### src/rtl/xor3_gate.sv
// -----------------------------------------------------------------------------
// xor3_gate
//
// Registered 3-input bitwise XOR with a zero-latency combinational copy, a
// registered parity of the captured result, and a sticky coverage map that
// records which of the eight {a,b,c} combinations have been sampled on lane 0.
//
// Parameters
//   WIDTH         number of independent XOR lanes (1..64)
//
// Ports
//   clk           rising-edge clock
//   rst_n         asynchronous active-low reset
//   in_valid      sample enable; a/b/c captured on a rising edge when high
//   a, b, c       operands, WIDTH bits each
//   coverage_clr  synchronous clear of combo_seen (wins over a same-cycle set)
//   out           registered a^b^c
//   out_valid     high for exactly the cycle after each accepted sample
//   out_comb      combinational a^b^c, independent of clock and reset
//   parity        registered XOR-reduction of the captured result
//   combo_seen    sticky bit per lane-0 combination, index = {a[0],b[0],c[0]}
//   all_seen      high when every combo_seen bit is set
// -----------------------------------------------------------------------------
module xor3_gate #(
    parameter int unsigned WIDTH = 1
) (
    input  logic             clk,
    input  logic             rst_n,
    input  logic             in_valid,
    input  logic [WIDTH-1:0] a,
    input  logic [WIDTH-1:0] b,
    input  logic [WIDTH-1:0] c,
    input  logic             coverage_clr,
    output logic [WIDTH-1:0] out,
    output logic             out_valid,
    output logic [WIDTH-1:0] out_comb,
    output logic             parity,
    output logic [7:0]       combo_seen,
    output logic             all_seen
);

    // Per-lane XOR of the current operands; also feeds the capture registers
    // so the registered and combinational views can never disagree.
    logic [WIDTH-1:0] xor_now;
    logic [2:0]       combo_idx;
    logic [7:0]       combo_hit;
    logic [7:0]       combo_next;

    assign xor_now   = a ^ b ^ c;
    assign out_comb  = xor_now;
    assign combo_idx = {a[0], b[0], c[0]};

    // Next value of the coverage map. Clear outranks a simultaneous sample,
    // so the sample's bit is dropped in that cycle.
    always_comb begin
        // NOTE: every signal gets a default before any branch; otherwise a
        // path that skips the assignment infers a latch.
        combo_hit  = '0;
        combo_next = combo_seen;
        combo_hit[combo_idx] = 1'b1;
        if (coverage_clr) begin
            combo_next = '0;
        end else if (in_valid) begin
            combo_next = combo_seen | combo_hit;
        end
    end

    // NOTE: state registers use non-blocking assignments so every flop
    // samples pre-edge values regardless of statement order.
    always_ff @(posedge clk or negedge rst_n) begin
        if (!rst_n) begin
            out        <= '0;
            out_valid  <= 1'b0;
            parity     <= 1'b0;
            combo_seen <= '0;
        end else begin
            out_valid  <= in_valid;
            combo_seen <= combo_next;
            if (in_valid) begin
                out    <= xor_now;
                parity <= ^xor_now;
            end
        end
    end

    // Decoded straight from the registers so it rises in the same cycle the
    // final coverage bit lands.
    assign all_seen = &combo_seen;

endmodule

### config.mk
export PLATFORM = sky130hd
export DESIGN_NAME = xor3_gate
export DESIGN_NICKNAME = d
export VERILOG_FILES = /design/src/rtl/xor3_gate.sv
export SDC_FILE = /design/constraint.sdc
export NUM_CORES = 1
export LEC_CHECK = 0
export ABC_CLOCK_PERIOD_IN_PS = 1050
export BUFFER_PORTS_ARGS = -buffer_cell sky130_fd_sc_hd__buf_2
export CAP_MARGIN = 0
export CORE_AREA = 5 5 42 44
export DETAILED_ROUTE_END_ITERATION = 10
export DIE_AREA = 0 0 47 49
export SLEW_MARGIN = 25
export SYNTH_ARGS = -nofsm -noshare
export SYNTH_HDL_FRONTEND = slang
export SYNTH_SLANG_ARGS = --single-unit
export TNS_END_PERCENT = 5
### constraint.sdc
create_clock -name clk -period 1.05 [get_ports clk]
set_input_delay 0.1575 -clock clk [delete_from_list [all_inputs] [get_ports clk]]
set_output_delay 0.1575 -clock clk [all_outputs]
set_load 0.02 [all_outputs]
### After elaboration in Yosys (flattened, before gate mapping)

Cells that the tools add are included.

* bits in registers: 10

* magnitude comparators: 2
* multiplexer cells: 4
* bitwise operators: 3
* reductions and logical operators: 3

Operator list (number)
* $mux W8: 2
* $or A8 B8 Y8: 1
* $reduce_and A8 Y1: 1
* $lt A3 B4 Y1 const B: 1
* $demux W1 S3: 1
* $ge A3 B1 Y1 const B: 1
* $reduce_bool A2 Y1: 1
* $xor A1 B1 Y1: 2
* $logic_and A1 B1 Y1: 1
* $mux W1: 1

### Longest topological paths before layout

Gate-level depths: netlist (run 1).

* depth after elaboration: 7
* gate-level depth with buffers: 4
* mapped depth without buffers: 4

### Worst setup path before layout (run 1)

Ideal clock, no wire load.

* path kind: in2reg
* start: input port a
* end: register out
* setup time: 0.125 ns
* data arrival time: 1.000 ns
* path slack: -0.075 ns
* stages: 4
* cell sequence: inv_1 ha_1 xor2_2 mux2_4

* longest elaborated chain between the ends: 2

Ends and longest elaborated chain
* from (decl): line 30 `input logic [WIDTH-1:0] a,`
* $xor A1 B1 Y1 (2 in a row): line 49 `assign xor_now = a ^ b ^ c;`
* via out_comb: line 36 `output logic [WIDTH-1:0] out_comb,`
* to (signal assigned): line 80 `out <= xor_now;`
* to (decl): line 34 `output logic [WIDTH-1:0] out,`

The timed path passes the listed nets, and every way through them passes these cells.
A chain may end at the register's enable or synchronous reset.

### Worst setup path after layout (run 1)

* start: register combo_seen[7]
* end: output port all_seen

* longest elaborated chain between the ends: 1

Ends and longest elaborated chain
* from (decl): line 38 `output logic [7:0] combo_seen,`
* from (signal assigned): line 78 `combo_seen <= combo_next;`
* $reduce_and A8 Y1: line 88 `assign all_seen = &combo_seen;`
* to (decl): line 39 `output logic all_seen`

Every way passes these cells.

==> results.txt, run 1 <==
----------------------------------------------------
[CTS]
  CTS clock-pin slew for the worst setup and hold paths ... about 60 ps
  Maximum buffer depth of the clock tree ... 2
  Number of H-tree branching levels ... 1
  Clock latency on the worst-skew pair ... about 260 ps
  TritonCTS clock tree ... done
  Cell chosen for the clock root ... sky130_fd_sc_hd__clkbuf_4
  Sinks on Clock Net ... 10
  CTS buffer count ... 3

[Cells and area]
  Most frequent cells in the layout ... sky130_fd_sc_hd__buf_6, sky130_fd_sc_hd__dfrtp_1, sky130_fd_sc_hd__buf_2
  Proportion of layout cells with a drive suffix above 1 ... around half
  Final core occ ... 54.5%
  Number of nets in the layout ... 87
  Number of antenna diodes ... 0
  Most common library cell in the layout ignoring fill and taps ... sky130_fd_sc_hd__buf_6
  Layout Area Growth over Synthesis ... 56.4%

[Placed design]
  Post-Place Worst Slack ... -34.5 ps
  Number of buffer cells added on primary ports ... 19
  Routability congestion estimate from global placement ... 0.662

[Logic synthesis]
  Cell count after synthesis ... 45
  Post-synthesis cell area ... about 490 µm²
  Mean Syn Cell Area ... 10.8 µm²
  Sequential element share of the synthesized area ... 51.3%
  Yosys warning count ... 0
  Net count of the mapped netlist ... 56
  Top cell type by total area after synthesis ... sky130_fd_sc_hd__dfrtp_1
  Portion of synthesized cell area occupied by the leading cell type ... about half
  Cell types occupying the most area after synthesis ... sky130_fd_sc_hd__dfrtp_1, sky130_fd_sc_hd__ha_1, sky130_fd_sc_hd__nand3b_1, sky130_fd_sc_hd__a31oi_1, sky130_fd_sc_hd__inv_1
  Yosys cell types ... 14
  Flop and latch count out of synthesis ... 10

[Critical path]
  Slack of the worst reg-to-reg path ... 200 ps
  Slowest-stage cell, CP ... sky130_fd_sc_hd__dfrtp_1
  Worst endpoint required time ... 890 ps
  Count of buffer and inverter cells on the critical path ... 1
  Arrival time at the worst endpoint ... 980 ps
  Type of the worst setup path ... reg -> out
  Largest delay share family, worst path ... flip-flops
  Cells along the critical path ... nand4_1 -> nor2_1 -> buf_4
  Worst stage delay on the critical path ... approximately 360 ps
  Worst Setup Start Kind ... flip-flop
  Peak fanout along the critical path ... 2
  Crit end category ... primary output

[Drt]
  Initial DRT Pass Iterations ... 3
  Overall routed net length ... 1110 µm
  Final routed wire length divided by cell count ... 12.3 µm
  Iteration-0 DRC count of the detailed router ... 8
  Via-to-Cell Ratio ... roughly 4.7
  Number of remaining DRC errors ... 0
  Vias after detailed routing ... 421
  Number of nets with antenna violations after detailed routing ... 0

[Timing]
  Worst clock skew ... 0 ps
  # setup viols final ... 4
  Max-slew headroom at the worst pin ... 85.5%
  Max-slew violation count ... 0
  Total count of hold-check failures in the final report ... 0
  RSZ-0062 raised after global routing ... yes
  Worst Tran Pin Value ... 217 ps
  Final period util ... 108%
  Final setup slack of the worst path ... -87.2 ps
  Maximum clock rate ... 0.879 GHz
  Clock period minus worst slack ... between 1000 and 1500 ps

[Outcome]
  Failing checks ... negative setup slack
  Result of the run ... finished, violations left

[Floorplan]
  Floorplan die area ... between 0.002 and 0.0025 mm²
  Starting utilization of the core area ... 34.8%
  Core region area ... 0.00140 mm²
  Die extent in y ... 49 µm
  Cell Rows ... 14
  Number of placed I/O pins ... 20
  Width of the die ... about 47 µm

[Power]
  Switching component of the power ... 0.251 mW
  Switching part of the total ... roughly 28%
  Leakage dissipation ... 0.382 nW
  Register share of total power ... 46.7%
  Cell Pwr Density ... 1170 mW/mm²
  Relative contribution of combinational cells to total power ... roughly 25%
  PnR Total Power ... roughly 0.9 mW
  Maximum resistive drop on vdd ... 0.541 mV
  Part of the power in the clock network ... roughly 28%
  Cell internal power dissipation ... 0.645 mW

[Global route]
  Maximum number of pins on one net before global-route repair ... 11
  Wire length of the first global-routing pass ... between 1500 and 2000 µm
  Antenna violations before repair ... 0
  Vias in the first global route ... 401
  All-layer global routing usage ... 11.0%
  GRT Residual Overflow ... 0

[Min path]
  Class of the worst hold path ... in -> reg

[Flow run]
  Max Cap Viol ... 0

----------------------------------------------------
## state kept, by name, summed over array words and instances, names as in the netlist
register / flops
combo_seen: 8
out: 1
out_valid: 1
## Yosys cell counts
master                     count
sky130_fd_sc_hd__xor2_2        1
sky130_fd_sc_hd__nor2_1        5
sky130_fd_sc_hd__a31oi_1       4
sky130_fd_sc_hd__inv_1         6
sky130_fd_sc_hd__nand4_1       2
sky130_fd_sc_hd__nand3b_1      4
sky130_fd_sc_hd__buf_6         1
sky130_fd_sc_hd__dfrtp_1      10
sky130_fd_sc_hd__a21oi_1       4
sky130_fd_sc_hd__mux2_4        1
sky130_fd_sc_hd__buf_1         1
sky130_fd_sc_hd__buf_4         1
sky130_fd_sc_hd__buf_2         1
sky130_fd_sc_hd__ha_1          4
## logic make-up after synthesis
logic type	count (synthesis)	synth area share, %
buf+inv	10	10.3
fa+ha+maj	4	10.3
compound gates	8	9.23
simple gates	11	12.6
flops	10	51.3
mux	1	3.08
xor+xnor	1	3.33
## layout make-up
type,instances,area (µm²)
inverters,6,22.5
clock buffers,3,22.5
well taps,16,20.0
flip-flops and latches,10,250
fillers,136,638
multi-input cells,25,200
repair buffers,30,248
## power by group through the flow
stage / combinational [mW] / sequential (mW) / clock, mW
floorplan: 0.0972 / 0.451 / 0
global placement: 0.180 / 0.426 / 0
detailed placement: 0.182 / 0.427 / 0
CTS: 0.216 / 0.418 / 0.258
global route: 0.240 / 0.422 / 0.270
finish: 0.222 / 0.418 / 0.255
## path summary, 6_finish.rpt
path / startpoint / end / cells after the start
setup / recovery: combo_seen[7]$_DFFE_PN0P_ / all_seen / 3
hold / removal: in_valid / out_valid$_DFF_PN0_ / 1
setup reg to reg: combo_seen[3]$_DFFE_PN0P_ / combo_seen[3]$_DFFE_PN0P_ / 3
hold reg to reg: out$_DFFE_PN0P_ / out$_DFFE_PN0P_ / 1
max in group asynchronous: rst_n / out_valid$_DFF_PN0_ / 2
min in group asynchronous: rst_n / combo_seen[4]$_DFFE_PN0P_ / 2
## routing by layer
metal | GRT usage (%) | share of wire (%) | vias up
li1 | - | - | 207
met1 | 13.0 | 43 | 198
met2 | 15.8 | 48 | 12
met3 | 1.11 | 5.6 | 4
met4 | 11.1 | 3.9 | 0
met5 | 0 | 0 | -
## what timing repair did
item | CTS | global route
endpoints found under the setup margin | 2 | 8
hold buffers | 1 | 0
hold endpoints to repair | 10 | 0
setup buffers | 6 | 0
resized for setup | 17 | 4
pin swaps | 1 | 3
## stage by stage
step / area [µm²] / hold slack, ps / setup TNS [ps] / std cells
6_report: 763 / 127 / -135 / 90
5_1_grt: 763 / 130 / -298 / 90
4_1_cts: 749 / 118 / -127 / 90
3_5_place_dp: 618 / 29.1 / -47.2 / 80
3_3_place_gp: 618 / 24.0 / -25.9 / 80
2_1_floorplan: 500 / -138 / 0 / 45
(Power assumes the default switching activity.)
==> run 2, diff against run 1 <==
--- a/config.mk
+++ b/config.mk
@@ -5,12 +5,13 @@
 export SDC_FILE = /design/constraint.sdc
 export NUM_CORES = 1
 export LEC_CHECK = 0
+export ABC_AREA = 1
 export ABC_CLOCK_PERIOD_IN_PS = 1050
 export BUFFER_PORTS_ARGS = -buffer_cell sky130_fd_sc_hd__buf_2
 export CAP_MARGIN = 0
-export CORE_AREA = 5 5 42 44
+export CORE_AREA = 2 2 39 41
 export DETAILED_ROUTE_END_ITERATION = 10
-export DIE_AREA = 0 0 47 49
+export DIE_AREA = 0 0 41 43
 export SLEW_MARGIN = 25
 export SYNTH_ARGS = -nofsm -noshare
 export SYNTH_HDL_FRONTEND = slang
==> run 2 against run 1 <==
  * Clock power rose by 34%
  * Non-clock buffer count unchanged
  * Core utilization is 1.9 points higher
  * The flow still finishes with violations (negative setup slack)
  * Die area fell by 23%
  * Count of clock-buffer cells in the layout rose by 1
  * Global-route usage rose by 4.0 points
  * Critical path depth did not move
  * Synthesized area grew 2.3%
  * Fmax fell by 3.7%
  * Sequential share of layout area fell by 0.68 points
  * Clock skew stayed put
  * Register-to-register slack gained 100 ps
==> results.txt, run 2 <==
----------------------------------------------------
[Logic synthesis]
  Top cells by instance count after synthesis ... sky130_fd_sc_hd__inv_1, sky130_fd_sc_hd__dfrtp_1, sky130_fd_sc_hd__nand3_1
  Yosys warning count ... 0
  Sequential element share of the synthesized area ... approximately 50%
  Synth Flop Type ... sky130_fd_sc_hd__dfrtp_1
  Net count of the mapped netlist ... 66
  Cell types occupying the most area after synthesis ... sky130_fd_sc_hd__dfrtp_1, sky130_fd_sc_hd__ha_1, sky130_fd_sc_hd__nand3_1, sky130_fd_sc_hd__inv_1, sky130_fd_sc_hd__a21oi_1
  Number of flops mapped to enable cells by yosys ... 0
  Post-synthesis cell area ... approximately 500 µm²
  Mean Syn Cell Area ... 9.08 µm²
  Most common cell in the synthesized netlist ... sky130_fd_sc_hd__inv_1
  Cell count after synthesis ... 55
  Portion of synthesized cell area occupied by the leading cell type ... about half
  Async set-or-reset flop fraction in the synthesized netlist ... 100%
  Yosys cell types ... 14
  Flop and latch count out of synthesis ... 10
  Top cell type by total area after synthesis ... sky130_fd_sc_hd__dfrtp_1

[Timing]
  Total count of hold-check failures in the final report ... 0
  Max-slew violation count ... 0
  Maximum clock rate ... approximately 0.85 GHz
  Final setup slack of the worst path ... -131 ps
  Max-slew headroom at the worst pin ... 84.9%
  Clock period minus worst slack ... 1180 ps
  # setup viols final ... 6
  Worst Tran Pin Value ... 227 ps
  Final period util ... 112%
  RSZ-0062 raised after global routing ... yes
  Worst clock skew ... 0 ps
  Setup TNS after final layout ... -239 ps

[Critical path]
  Slack of the worst reg-to-reg path ... 300 ps
  Total number of cells along the worst setup path ... 3
  Worst endpoint required time ... 890 ps
  R2R Path Start ... combo_seen[1]$_DFFE_PN0P_
  Worst-case reg-to-reg path depth ... 3
  Cells along the critical path ... nand4_1 -> nor2_1 -> buf_4
  Peak fanout along the critical path ... 2
  Worst stage delay on the critical path ... around 380 ps
  Crit end category ... primary output
  Slowest-stage cell, CP ... sky130_fd_sc_hd__dfrtp_1
  Worst Setup Start Kind ... flip-flop
  Capturing point of the worst reg2reg path ... combo_seen[1]$_DFFE_PN0P_
  Type of the worst setup path ... reg -> out
  Largest delay share family, worst path ... flip-flops
  Arrival time at the worst endpoint ... 1020 ps
  Count of buffer and inverter cells on the critical path ... 1

[Global route]
  Maximum number of pins on one net before global-route repair ... 12
  GRT Residual Overflow ... 0
  All-layer global routing usage ... 14.9%
  Vias in the first global route ... between 400 and 500
  Wire length of the first global-routing pass ... 1680 µm
  Antenna violations before repair ... 0

[Min path]
  Min-Delay Startpoint ... in_valid
  Endpoint with the worst hold slack ... out_valid$_DFF_PN0_
  Class of the worst hold path ... in -> reg
  Hold path cells ... 1

[Floorplan]
  Number of placed I/O pins ... 20
  Width of the die ... around 41 µm
  Core region area ... ~0.0014 mm²
  Die extent in y ... approximately 43 µm
  Floorplan die area ... 0.00176 mm²
  Starting utilization of the core area ... 36.1%
  Cell Rows ... 14

[Outcome]
  Failing checks ... negative setup slack
  Result of the run ... finished, violations left

[Power]
  Maximum resistive drop on vdd ... between 0.4 and 0.5 mV
  Leakage dissipation ... 0.402 nW
  Cell Pwr Density ... between 1000 and 1500 mW/mm²

[Cells and area]
  Number of nets in the layout ... between 90 and 100
  Most common library cell in the layout ignoring fill and taps ... sky130_fd_sc_hd__buf_2
  Register name with the most flops ... combo_seen
  Biggest regs ... combo_seen: 8 flops, out: 1 flops, out_valid: 1 flops
  Final design area excluding fillers ... 779 µm²
  Flip-flop count of the largest register, all copies and words added ... 8
  Number of antenna diodes ... 0
  Layout Area Growth over Synthesis ... 56.1%
  Most frequent cells in the layout ... sky130_fd_sc_hd__buf_2, sky130_fd_sc_hd__dfrtp_1, sky130_fd_sc_hd__nand3_1, sky130_fd_sc_hd__inv_1, sky130_fd_sc_hd__buf_6
  Proportion of layout cells with a drive suffix above 1 ... roughly 48%
  Fill count ... 132

[CTS]
  Maximum buffer depth of the clock tree ... 2
  Cell chosen for the clock root ... sky130_fd_sc_hd__clkbuf_4
  TritonCTS clock tree ... done
  Sinks on Clock Net ... 10
  Number of H-tree branching levels ... 1
  Clock latency on the worst-skew pair ... 260 ps
  CTS clock-pin slew for the worst setup and hold paths ... 60 ps
  CTS buffer count ... 3

[Drt]
  Vias after detailed routing ... 480
  Routed wl met2 ... around 610 µm
  Wire length on met3 ... approximately 50 µm
  Number of nets with antenna violations after detailed routing ... 0
  Met1 WL ... 430 µm
  Final routed wire length divided by cell count ... around 11 µm
  Overall routed net length ... 1140 µm
  Initial DRT Pass Iterations ... 4
  Via-to-Cell Ratio ... 4.71
  Number of remaining DRC errors ... 0
  Highest metal layer used by the detailed router ... met4
  Iteration-0 DRC count of the detailed router ... 13

[Placed design]
  Standard cell area after detailed placement ... 619 µm²
  Number of buffer cells added on primary ports ... 19
  Routability congestion estimate from global placement ... between 0.6 and 0.7

[Flow run]
  Max Cap Viol ... 0

----------------------------------------------------
run 2: changes by cell type after synthesis, moves of 3 or more:
cell,previous run,this run
sky130_fd_sc_hd__a31oi_1,4,0
sky130_fd_sc_hd__nand3_1,0,9
sky130_fd_sc_hd__nand2_1,0,3
sky130_fd_sc_hd__inv_1,6,12
sky130_fd_sc_hd__nor2_1,5,1
sky130_fd_sc_hd__a21oi_1,4,8
sky130_fd_sc_hd__nand3b_1,4,0
run 2: worst max path at each step:
stage	start	to	slack [ps]
2_1_floorplan	combo_seen[7]$_DFFE_PN0P_	all_seen	20
3_3_place_gp	a	out_comb	-80
3_5_place_dp	a	out_comb	-90
4_1_cts	combo_seen[2]$_DFFE_PN0P_	all_seen	-80
5_1_grt	combo_seen[6]$_DFFE_PN0P_	all_seen	-190
6_report	combo_seen[6]$_DFFE_PN0P_	all_seen	-130
run 2: what timing repair did:
action                                 in CTS  in global routing
hold buffers                                1                  0
setup endpoints to repair                   2                  7
pin swaps                                   1                  2
setup buffers                               6                  0
endpoints found under the hold margin      10                  0
gates resized for setup                    18                  4
run 2: kinds of logic (layout without fill, tap and decap cells):
logic type	count (synthesis)	count (layout)	synth area share [%]
flops	10	10	50.1
buf+inv	16	47	14.8
compound gates	8	8	8.02
fa+ha+maj	4	4	10.0
simple gates	17	17	17.0
run 2: layer usage:
metal	global-route usage (%)	vias to the layer above
met1	15.4	220
met3	3.14	6
li1	-	236
met5	0	-
met4	12.0	0
met2	24.1	18
run 2: final cells by class:
type / count / area, µm² / share of cell area [%]
flip-flops and latches: 10 / 250 / 32.1
repair buffers: 30 / 231 / 29.7
multi-input cells: 29 / 193 / 24.7
inverters: 13 / 48.8 / 6.26
clock buffers: 4 / 36.3 / 4.65
well taps: 16 / 20.0 / 2.57
run 2: metrics by stage:
step | std cells | setup WS [ps] | total power [mW] | hold slack, ps | utilization [%]
after floorplan | 55 | 16.9 | 0.516 | -138 | -
after global placement | 91 | -76.5 | 0.572 | 27.3 | 44.8
after detailed placement | 91 | -85.6 | 0.574 | 26.2 | 44.8
after CTS | 102 | -82.4 | 0.957 | 111 | 55.3
after global routing | 102 | -185 | 1.00 | 110 | 56.3
final | 102 | -131 | 0.957 | 115 | 56.3
run 2: power by group:
group	leakage (nW)	switching (mW)	internal, mW
clock network	0.0210	0.131	0.211
registers	0.133	0.0118	0.403
logic	0.248	0.108	0.0927
==> run 3, diff against run 2 <==
--- a/config.mk
+++ b/config.mk
@@ -12,6 +12,7 @@
 export CORE_AREA = 2 2 39 41
 export DETAILED_ROUTE_END_ITERATION = 10
 export DIE_AREA = 0 0 41 43
+export PLACE_DENSITY = 0.63
 export SLEW_MARGIN = 25
 export SYNTH_ARGS = -nofsm -noshare
 export SYNTH_HDL_FRONTEND = slang
==> run 3 against run 2 <==
  * The flow still finishes with violations (negative setup slack)
  * Via count fell by 2.9%
  * Clock power fell by 25%
  * Hold slack lost 0.92 ps
  * Total power shrank 8.9%
  * Sequential cell count did not move
  * Die area unchanged
  * Largest power group unchanged
  * Worst setup slack improved by 52 ps
  * Register-to-register slack barely moved
  * Cell area increased by 0.96%
==> results.txt, run 3 (synthesis results as in run 2) <==
----------------------------------------------------
[Power]
  Cell Pwr Density ... 1110 mW/mm²
  Switching part of the total ... 27.6%
  Cell internal power dissipation ... around 0.63 mW
  Leakage dissipation ... a little over 0.4 nW
  Relative contribution of combinational cells to total power ... 23.3%
  Switching component of the power ... roughly 0.24 mW
  Part of the power in the clock network ... 29.3%
  Maximum resistive drop on vdd ... ~0.42 mV
  Register share of total power ... 47.4%

[Min path]
  Class of the worst hold path ... in -> reg
  Endpoint with the worst hold slack ... out_valid$_DFF_PN0_
  Hold path cells ... 1
  Min-Delay Startpoint ... in_valid

[Drt]
  Number of nets with antenna violations after detailed routing ... 0
  Overall routed net length ... 1050 µm
  Via-to-Cell Ratio ... around 4.6
  Vias after detailed routing ... 466
  Number of remaining DRC errors ... 0
  Initial DRT Pass Iterations ... 4
  Iteration-0 DRC count of the detailed router ... 6
  Final routed wire length divided by cell count ... between 10 and 15 µm

[Cells and area]
  Final core occ ... 56.9%
  Non-Filler Instances ... 102
  Number of antenna diodes ... 0
  Most common library cell in the layout ignoring fill and taps ... sky130_fd_sc_hd__buf_6
  Number of nets in the layout ... 99
  Most frequent cells in the layout ... sky130_fd_sc_hd__buf_6, sky130_fd_sc_hd__inv_1, sky130_fd_sc_hd__dfrtp_1, sky130_fd_sc_hd__buf_2, sky130_fd_sc_hd__nand3_1
  Biggest regs ... combo_seen: 8 flops, out: 1 flops, out_valid: 1 flops
  Flip-flop count of the largest register, all copies and words added ... 8
  Layout Area Growth over Synthesis ... 57.6%
  Proportion of layout cells with a drive suffix above 1 ... between 40% and 50%
  Register name with the most flops ... combo_seen
  Final design area excluding fillers ... 787 µm²

[CTS]
  TritonCTS clock tree ... done
  CTS clock-pin slew for the worst setup and hold paths ... 60 ps
  Number of H-tree branching levels ... 1
  Sinks on Clock Net ... 10
  CTS buffer count ... 3
  Clock latency on the worst-skew pair ... 270 ps
  Cell chosen for the clock root ... sky130_fd_sc_hd__clkbuf_4
  Maximum buffer depth of the clock tree ... 2

[Timing]
  Final setup slack of the worst path ... -78.9 ps
  Clock period minus worst slack ... 1130 ps
  Worst Tran Pin Value ... 220 ps
  Maximum clock rate ... 0.886 GHz
  # setup viols final ... 6
  RSZ-0062 raised after global routing ... yes
  Setup TNS after final layout ... -138 ps
  Total count of hold-check failures in the final report ... 0
  Worst clock skew ... 0 ps
  Max-slew violation count ... 0
  Final period util ... 108%
  Minimum hold slack ... 114 ps
  Max-slew headroom at the worst pin ... between 80% and 90%

[Global route]
  GRT Residual Overflow ... 0
  Antenna violations before repair ... 0
  Wire length of the first global-routing pass ... 1570 µm
  Vias in the first global route ... 411
  Maximum number of pins on one net before global-route repair ... 12
  All-layer global routing usage ... between 10% and 20%

[Critical path]
  Capturing point of the worst reg2reg path ... combo_seen[1]$_DFFE_PN0P_
  Worst stage delay on the critical path ... 350 ps
  Cells along the critical path ... nand4_1 -> nor2_1 -> buf_4
  Type of the worst setup path ... reg -> out
  Peak fanout along the critical path ... 2
  Largest delay share family, worst path ... flip-flops
  Slack of the worst reg-to-reg path ... 310 ps
  Worst-case reg-to-reg path depth ... 3
  Worst endpoint required time ... a little under 900 ps
  Slowest-stage cell, CP ... sky130_fd_sc_hd__dfrtp_1
  Arrival time at the worst endpoint ... 970 ps
  Count of buffer and inverter cells on the critical path ... 1
  R2R Path Start ... combo_seen[1]$_DFFE_PN0P_
  Worst Setup Start Kind ... flip-flop
  Crit end category ... primary output

[Floorplan]
  Cell Rows ... 14
  Width of the die ... 41 µm
  Core region area ... 0.00138 mm²
  Number of placed I/O pins ... 20
  Starting utilization of the core area ... 36.1%
  Die extent in y ... 43 µm
  Floorplan die area ... 0.00176 mm²

[Placed design]
  Detailed placer's ending HPWL ... approximately 760 µm
  Number of buffer cells added on primary ports ... 19
  Placed insts ... 91
  Standard cell area after detailed placement ... ~620 µm²
  Routability congestion estimate from global placement ... 0.679

[Outcome]
  Failing checks ... negative setup slack
  Result of the run ... finished, violations left

[Flow run]
  Max Cap Viol ... 0

----------------------------------------------------
-- run 3: how the worst max path moves through the flow --
stage                                          from        to  slack, ps  cells after the start
after floorplan           combo_seen[7]$_DFFE_PN0P_  all_seen         20                      2
after global placement                            a  out_comb        -80                      7
after detailed placement                          a  out_comb        -90                      7
after CTS                 combo_seen[0]$_DFFE_PN0P_  all_seen        -80                      3
after global routing      combo_seen[5]$_DFFE_PN0P_  all_seen       -160                      3
final                     combo_seen[0]$_DFFE_PN0P_  all_seen        -80                      3
-- run 3: final cells by class --
class | instances | area [µm²]
fillers | 126 | 597
multi-input cells | 29 | 190
clock buffers | 3 | 22.5
inverters | 13 | 48.8
repair buffers | 31 | 255
well taps | 16 | 20.0
flip-flops and latches | 10 | 250
-- run 3: what timing repair did --
item,4_1_cts,5_1_grt
hold buffers,1,0
gates resized for setup,23,2
pin swaps,3,0
setup buffers,7,0
endpoints found under the hold margin,10,0
endpoints found under the setup margin,2,9
-- run 3: power by group through the flow --
stage	sequential, mW	combinational, mW	clock [mW]
2_1_floorplan	0.444	0.0724	0
3_3_place_gp	0.421	0.152	0
3_5_place_dp	0.421	0.153	0
4_1_cts	0.413	0.203	0.260
5_1_grt	0.416	0.220	0.280
6_report	0.413	0.203	0.256
-- run 3: stage by stage --
step	total power [mW]	worst slack, ps
CTS	0.876	-77.8
floorplan	0.516	16.9
global route	0.916	-158
finish	0.872	-78.9
global placement	0.573	-79.0
detailed placement	0.575	-86.7
-- run 3: worst register-to-register path, stage by stage, from the launching register on --
cell and delay (ps):
sky130_fd_sc_hd__dfrtp_1 390, sky130_fd_sc_hd__buf_4 150, sky130_fd_sc_hd__inv_1 50, sky130_fd_sc_hd__a21oi_1 60
-- run 3: per-layer routing --
| layer | share of wire [%] | vias up | wire length [µm] | track usage, % |
|---|---|---|---|---|
| met5 | 0 | - | 0 | 0 |
| met4 | 4.0 | 0 | 42 | 12.0 |
| met3 | 5.0 | 4 | 52 | 4.71 |
| met2 | 50 | 15 | 528 | 20.3 |
| met1 | 40 | 213 | 422 | 15.2 |
| li1 | - | 234 | - | - |
